[config.mk]
export PLATFORM = sky130hd
export DESIGN_NAME = uart_tx_engine
export DESIGN_NICKNAME = d
export VERILOG_FILES = /design/src/rtl/uart_pkg.sv /design/src/rtl/uart_sync_fifo.sv /design/src/rtl/uart_tx_engine.sv
export SDC_FILE = /design/constraint.sdc
export NUM_CORES = 1
export LEC_CHECK = 0
export ABC_CLOCK_PERIOD_IN_PS = 3470
export CORE_MARGIN = 2
export CORE_UTILIZATION = 57
export DETAILED_ROUTE_END_ITERATION = 16
export GPL_TIMING_DRIVEN = 0
export PLACE_DENSITY = 0.79
export SKIP_CTS_REPAIR_TIMING = 1
export SKIP_LAST_GASP = 1
export SYNTH_ARGS = -nofsm -noshare
export SYNTH_HDL_FRONTEND = slang
export SYNTH_SLANG_ARGS = --single-unit
[constraint.sdc]
create_clock -name PCLK -period 3.47 [get_ports PCLK]
set_input_delay 0.5205 -clock PCLK [delete_from_list [all_inputs] [get_ports PCLK]]
set_output_delay 0.5205 -clock PCLK [all_outputs]
set_load 0.05 [all_outputs]
[src/rtl/uart_pkg.sv]
// uart_pkg: shared types, default sizing and helpers for the UART transmit path.
//   tx_state_e        - serializer state encoding
//   UART_DATA_W       - default data bits per frame
//   UART_FIFO_DEPTH   - default transmit FIFO depth
//   UART_DIV_W        - default baud divisor width
//   uart_parity()     - parity bit for a data word (odd=1 selects odd parity)
package uart_pkg;

  localparam int UART_DATA_W     = 8;
  localparam int UART_FIFO_DEPTH = 4;
  localparam int UART_DIV_W      = 16;

  typedef enum logic [2:0] {
    TX_IDLE,
    TX_START,
    TX_DATA,
    TX_PARITY,
    TX_STOP
  } tx_state_e;

  // Caller zero-extends the data word; zero padding does not change the XOR.
  function automatic logic uart_parity(input logic [31:0] data, input logic odd);
    return (^data) ^ odd;
  endfunction

endpackage

[src/rtl/uart_sync_fifo.sv]
// uart_sync_fifo: single-clock FIFO with wrap-around pointers.
//   i_clk / i_rst_n : clock, asynchronous active-low reset (flushes pointers)
//   i_wr / i_wdata  : write request and data; accepted when not full or when
//                     a read happens in the same cycle
//   i_rd            : read request; ignored while empty
//   o_rdata         : head-of-queue data (combinational from storage)
//   o_full          : count equals DEPTH
//   o_empty         : registered empty flag
//   o_count         : number of stored entries
module uart_sync_fifo
  import uart_pkg::*;
#(
  parameter int WIDTH = UART_DATA_W,
  parameter int DEPTH = UART_FIFO_DEPTH
) (
  input  logic                     i_clk,
  input  logic                     i_rst_n,
  input  logic                     i_wr,
  input  logic [WIDTH-1:0]         i_wdata,
  input  logic                     i_rd,
  output logic [WIDTH-1:0]         o_rdata,
  output logic                     o_full,
  output logic                     o_empty,
  output logic [$clog2(DEPTH):0]   o_count
);

  localparam int AW = $clog2(DEPTH);

  logic [AW:0]      r_wr_ptr;
  logic [AW:0]      r_rd_ptr;
  logic             r_empty;
  logic [WIDTH-1:0] r_mem [DEPTH];

  logic [AW:0]      w_count;
  logic             w_full;
  logic             w_do_wr;
  logic             w_do_rd;
  logic [AW:0]      w_wr_ptr_nxt;
  logic [AW:0]      w_rd_ptr_nxt;

  // Pointers carry one extra wrap bit so full and empty are distinguishable.
  assign w_count      = r_wr_ptr - r_rd_ptr;
  assign w_full       = (w_count == (AW+1)'(DEPTH));
  assign w_do_rd      = i_rd & ~r_empty;
  assign w_do_wr      = i_wr & (~w_full | w_do_rd);
  assign w_wr_ptr_nxt = r_wr_ptr + {{AW{1'b0}}, w_do_wr};
  assign w_rd_ptr_nxt = r_rd_ptr + {{AW{1'b0}}, w_do_rd};

  always_ff @(posedge i_clk or negedge i_rst_n) begin
    if (!i_rst_n) begin
      r_wr_ptr <= '0;
      r_rd_ptr <= '0;
      r_empty  <= 1'b1;
    end else begin
      r_wr_ptr <= w_wr_ptr_nxt;
      r_rd_ptr <= w_rd_ptr_nxt;
      r_empty  <= (w_wr_ptr_nxt == w_rd_ptr_nxt);
    end
  end

  always_ff @(posedge i_clk) begin
    if (w_do_wr) begin
      r_mem[r_wr_ptr[AW-1:0]] <= i_wdata;
    end
  end

  assign o_rdata = r_mem[r_rd_ptr[AW-1:0]];
  assign o_full  = w_full;
  assign o_empty = r_empty;
  assign o_count = w_count;

endmodule

[src/rtl/uart_tx_engine.sv]
// uart_tx_engine: captures one byte per TXen assertion into a FIFO and
// serializes it as start, DATA_W data bits LSB first, optional parity,
// then 1 or 2 stop bits.
//   PCLK, PRESETn  : clock, asynchronous active-low reset
//   TXen, wdata    : write enable (one byte per rising level) and data
//   run            : permits new frames to start
//   baud_div       : PCLK cycles per bit minus 1
//   parity_en/odd  : parity insertion and polarity
//   stop2          : two stop bits
//   clr_err        : clears overflow_err (a coincident drop wins)
//   tx             : registered serial line, idles high
//   tx_ready       : FIFO not full (combinational from count)
//   tx_busy        : serializer not idle (registered)
//   fifo_empty     : FIFO holds no bytes (registered)
//   overflow_err   : sticky, a byte was dropped
module uart_tx_engine
  import uart_pkg::*;
#(
  parameter int DATA_W     = UART_DATA_W,
  parameter int FIFO_DEPTH = UART_FIFO_DEPTH,
  parameter int DIV_W      = UART_DIV_W
) (
  input  logic              PCLK,
  input  logic              PRESETn,
  input  logic              TXen,
  input  logic [DATA_W-1:0] wdata,
  input  logic              run,
  input  logic [DIV_W-1:0]  baud_div,
  input  logic              parity_en,
  input  logic              parity_odd,
  input  logic              stop2,
  input  logic              clr_err,
  output logic              tx,
  output logic              tx_ready,
  output logic              tx_busy,
  output logic              fifo_empty,
  output logic              overflow_err
);

  localparam int BCW = $clog2(DATA_W);
  localparam int CW  = $clog2(FIFO_DEPTH) + 1;

  tx_state_e          r_state, w_state_nxt;
  logic               r_txen_q;
  logic               r_ovf;
  logic [DATA_W-1:0]  r_shift,    w_shift_nxt;
  logic               r_par_bit,  w_par_bit_nxt;
  logic               r_par_en,   w_par_en_nxt;
  logic               r_stop2,    w_stop2_nxt;
  logic [DIV_W-1:0]   r_div,      w_div_nxt;
  logic [DIV_W-1:0]   r_baud_cnt, w_baud_nxt;
  logic [BCW-1:0]     r_bit_cnt,  w_bit_nxt;
  logic               r_stop_cnt, w_stop_nxt;
  logic               r_tx,       w_tx_nxt;
  logic               r_busy;

  logic               w_wr;
  logic               w_pop;
  logic               w_can_pop;
  logic               w_bit_end;
  logic               w_full;
  logic               w_empty;
  logic               w_drop;
  logic [DATA_W-1:0]  w_dout;
  logic [CW-1:0]      w_count;

  assign w_wr = TXen & ~r_txen_q;

  uart_sync_fifo #(
    .WIDTH (DATA_W),
    .DEPTH (FIFO_DEPTH)
  ) u_fifo (
    .i_clk   (PCLK),
    .i_rst_n (PRESETn),
    .i_wr    (w_wr),
    .i_wdata (wdata),
    .i_rd    (w_pop),
    .o_rdata (w_dout),
    .o_full  (w_full),
    .o_empty (w_empty),
    .o_count (w_count)
  );

  assign w_drop    = w_wr & w_full & ~w_pop;
  assign w_can_pop = run & ~w_empty;
  assign w_bit_end = (r_baud_cnt == r_div);

  always_comb begin
    w_state_nxt   = r_state;
    w_shift_nxt   = r_shift;
    w_par_bit_nxt = r_par_bit;
    w_par_en_nxt  = r_par_en;
    w_stop2_nxt   = r_stop2;
    w_div_nxt     = r_div;
    w_baud_nxt    = w_bit_end ? '0 : r_baud_cnt + DIV_W'(1);
    w_bit_nxt     = r_bit_cnt;
    w_stop_nxt    = r_stop_cnt;
    w_pop         = 1'b0;
    w_tx_nxt      = 1'b1;

    unique case (r_state)
      TX_IDLE: begin
        w_baud_nxt = '0;
        if (w_can_pop) begin
          w_pop       = 1'b1;
          w_state_nxt = TX_START;
        end
      end
      TX_START: begin
        if (w_bit_end) begin
          w_state_nxt = TX_DATA;
          w_bit_nxt   = '0;
        end
      end
      TX_DATA: begin
        if (w_bit_end) begin
          if (r_bit_cnt == BCW'(DATA_W - 1)) begin
            w_state_nxt = r_par_en ? TX_PARITY : TX_STOP;
            w_stop_nxt  = 1'b0;
          end else begin
            w_shift_nxt = r_shift >> 1;
            w_bit_nxt   = r_bit_cnt + BCW'(1);
          end
        end
      end
      TX_PARITY: begin
        if (w_bit_end) begin
          w_state_nxt = TX_STOP;
          w_stop_nxt  = 1'b0;
        end
      end
      TX_STOP: begin
        if (w_bit_end) begin
          if (r_stop2 && !r_stop_cnt) begin
            w_stop_nxt = 1'b1;
          end else if (w_can_pop) begin
            // Chain straight into the next start bit: no idle cycle.
            w_pop       = 1'b1;
            w_state_nxt = TX_START;
          end else begin
            w_state_nxt = TX_IDLE;
          end
        end
      end
      default: w_state_nxt = TX_IDLE;
    endcase

    // Frame configuration is sampled only here, so mid-frame changes wait.
    if (w_pop) begin
      w_shift_nxt   = w_dout;
      w_par_bit_nxt = uart_parity(32'(w_dout), parity_odd);
      w_par_en_nxt  = parity_en;
      w_stop2_nxt   = stop2;
      w_div_nxt     = baud_div;
      w_baud_nxt    = '0;
    end

    // tx is registered from the next state so it changes with the state.
    unique case (w_state_nxt)
      TX_START:  w_tx_nxt = 1'b0;
      TX_DATA:   w_tx_nxt = w_shift_nxt[0];
      TX_PARITY: w_tx_nxt = w_par_bit_nxt;
      default:   w_tx_nxt = 1'b1;
    endcase
  end

  always_ff @(posedge PCLK or negedge PRESETn) begin
    if (!PRESETn) begin
      r_state    <= TX_IDLE;
      r_txen_q   <= 1'b0;
      r_ovf      <= 1'b0;
      r_shift    <= '0;
      r_par_bit  <= 1'b0;
      r_par_en   <= 1'b0;
      r_stop2    <= 1'b0;
      r_div      <= '0;
      r_baud_cnt <= '0;
      r_bit_cnt  <= '0;
      r_stop_cnt <= 1'b0;
      r_tx       <= 1'b1;
      r_busy     <= 1'b0;
    end else begin
      r_state    <= w_state_nxt;
      r_txen_q   <= TXen;
      r_ovf      <= w_drop ? 1'b1 : (clr_err ? 1'b0 : r_ovf);
      r_shift    <= w_shift_nxt;
      r_par_bit  <= w_par_bit_nxt;
      r_par_en   <= w_par_en_nxt;
      r_stop2    <= w_stop2_nxt;
      r_div      <= w_div_nxt;
      r_baud_cnt <= w_baud_nxt;
      r_bit_cnt  <= w_bit_nxt;
      r_stop_cnt <= w_stop_nxt;
      r_tx       <= w_tx_nxt;
      r_busy     <= (w_state_nxt != TX_IDLE);
    end
  end

  assign tx           = r_tx;
  assign tx_busy      = r_busy;
  assign fifo_empty   = w_empty;
  assign tx_ready     = (w_count < CW'(FIFO_DEPTH));
  assign overflow_err = r_ovf;

endmodule

==> reports/qor.txt <==
first-pass GRT wire length - 12400 µm
setup ws final - 0.0109 ns
top-level port count - 37
Mean Syn Cell Area - 11.8 µm²
Fillers - 535
CP Class - register to register
initial drt markers - 85
synthesis-to-finish area growth - 16.8%
Global Route Usage Sum - 20.9%
Worst Path Required - 3.46 ns
RD Place Congestion - 0.783
# rows - 31
RSZ-0062 raised after global routing - yes
final antenna-violating net count - 0
crit path DAT - 3.45 ns
CTS sink cnt - 93
#FFs+latches synth - 93
Critical Path Source Type - register
Clock Latency Late Sink - 0.37 ns
initial antenna violation count - 0
Leakage - 2.13 nW
vias per cell - 5.30
GRT overflow - 0
DIE AREA - 0.00803 mm²
skew final - 0.0140 ns
Netlist cell types - 41
Clock Root Buffer - clkbuf_8
final setup vio count - 0
Post-Syn Area - 0.00418 mm²
number of I/O port buffers - 36
Post-Synthesis Cells - 354
PD cells - 814 mW/mm²
Post-synth EDFFs - 32
clk buf depth - 2
Max rail drop VDD - 0.961 mV
vias in the first global route - 2618
Place WS - -0.157 ns
mean routed wirelength per cell - 15.1 µm
Core ar. - 0.00718 mm²
Relative slew margins - 13.6%
total number of vias - 2680
Initial Util - 58.2%
largest net degree at the start of global routing - 34
max-cap violation count - 0
status - completed
final hold vios - 0
Worst Tran Pin Value - 1.29 ns
setup TNS - 0 ns
Die Span Y - 89.6 µm
fraction of layout cells with a size suffix above 1 - 9.83%
fin util - 68.0%
DP Area - 0.00467 mm²
layout net count - 443
Slew Limit Fails - 0
Design Area, Final - 0.00488 mm²
H-tree levels - 3
Worst-path clk slew - 0.11 ns
Final Cycle Share - 99.7%
Async S/R FF share, synth - 65.6%
antenna cells - 0
FMAX - 0.289 GHz
Top FF cell, synth - dfrtp_1
Num CTS Buffers - 9
total wire length - 7660 µm
CTS tree - done
first drt pass iteration count - 4
Final Power - 0.00397 W
residual DRC count - 0
Final Critical Period - 3.46 ns
Yosys warning total - 0
Syn Nets - 395
crit-path max FO - 9
Post-DP HPWL - 5540 µm
Die X - 89.6 µm
class of the worst hold path - input pin to asynchronous set/reset pin
crit end category - register
register area share after synthesis - 59.6%
-- cells by family (layout without fill, tap and decap cells) --
kind of cell | count (synthesis) | count (layout) | share of synthesized area (%)
DFF | 93 | 93 | 59.6
adders and majority gates | 9 | 9 | 2.70
and+or+nand+nor | 135 | 135 | 15.3
AOI/OAI and AO/OA | 34 | 34 | 5.03
muxes | 15 | 15 | 6.05
xor gates and xnor gates | 42 | 42 | 8.81
buffers and inverters | 26 | 79 | 2.49
-- per-layer routing --
metal | vias to the layer above | GRT usage (%) | part of all wire, %
met1 | 1299 | 26.6 | 43
met5 | - | 0 | 0
li1 | 1308 | - | -
met3 | 5 | 6.31 | 5.7
met4 | 0 | 4.88 | 0.91
met2 | 68 | 35.5 | 50
-- synth_stat cells, types with 5 or more instances --
library cell / count / share of area (%)
and3_1: 6 / 0.90
xnor2_1: 15 / 3.1
xor2_1: 27 / 5.7
edfxtp_1: 32 / 23
nand2_1: 69 / 6.2
nor2_1: 25 / 2.2
inv_1: 13 / 1.2
o21ai_0: 11 / 1.3
mux4_2: 8 / 4.3
dfrtp_1: 59 / 35
nand3_1: 8 / 0.96
clkbuf_1: 9 / 0.81
ha_1: 9 / 2.7
mux2i_1: 5 / 1.2
a21oi_1: 11 / 1.3
nand2b_1: 5 / 0.75
-- worst max-delay path, stage by stage, from the launching register on --
cell and delay, ns:
dfrtp_1 0.38, clkbuf_1 0.42, inv_1 0.11, ha_1 0.33, a21oi_1 0.17, xnor2_1 0.10
and4_4 0.19, or3b_4 0.39, nor3_1 0.98
-- worst paths after layout --
path	cells after the start	endpoint	slack, ns	start
setup / recovery	8	u_fifo.r_mem[0][2]	0.01	u_fifo.r_rd_ptr[1]
hold / removal	1	r_div[6]	0.17	PRESETn
setup reg to reg	8	u_fifo.r_mem[0][2]	0.01	u_fifo.r_rd_ptr[1]
hold reg to reg	2	r_par_bit	0.50	r_par_bit
max in group asynchronous	2	u_fifo.o_empty	2.63	PRESETn
min in group PCLK	2	r_par_bit	0.50	r_par_bit
-- flip-flops by register name, summed over array words and instances (netlist names), 3 cells and up --
| name | cells |
|---|---|
| r_baud_cnt | 16 |
| u_fifo.r_mem | 32 |
| r_bit_cnt | 3 |
| r_div | 16 |
| u_fifo.r_wr_ptr | 3 |
| r_shift | 8 |
| r_state | 3 |
| u_fifo.r_rd_ptr | 3 |
-- power breakdown --
group	total [W]	switching, W	internal, W
clock	0.000723	0.000432	0.000292
combinational	0.00158	0.000875	0.000707
sequential	0.00166	0.000212	0.00145
total	0.00397	0.00152	0.00245
-- placed cells by master, fill, tap and decap left out, drive strengths merged, types with 6 or more instances in the layout --
cell           netlist  routed
nand2               69      69
dfrtp               59      59
clkdlybuf4s50        0      35
edfxtp              32      32
xor2                27      27
nor2                25      25
inv                 14      20
clkbuf               9      18
xnor2               15      15
o21ai               13      13
a21oi               12      12
ha                   9       9
nand3                8       8
mux4                 8       8
and3                 6       6
-- through the flow --
step	instances	hold WS, ns
4_1_cts	506	0.178
5_1_grt	506	0.213
3_3_place_gp	489	0.469
2_1_floorplan	354	0.225
3_5_place_dp	490	0.486
6_report	506	0.173
-- area by class of cell --
class	instances	area [µm²]	area share, %
Tap cell	99	124	2.54
Clock inverter	7	78.8	1.62
Sequential cell	93	2490	51.1
Inverter	14	52.6	1.08
Multi-Input combinational cell	235	1580	32.4
Timing Repair Buffer	37	375	7.70
Buffer	12	51.3	1.05
Clock buffer	9	124	2.54
Power figures use the tool's default switching activity.
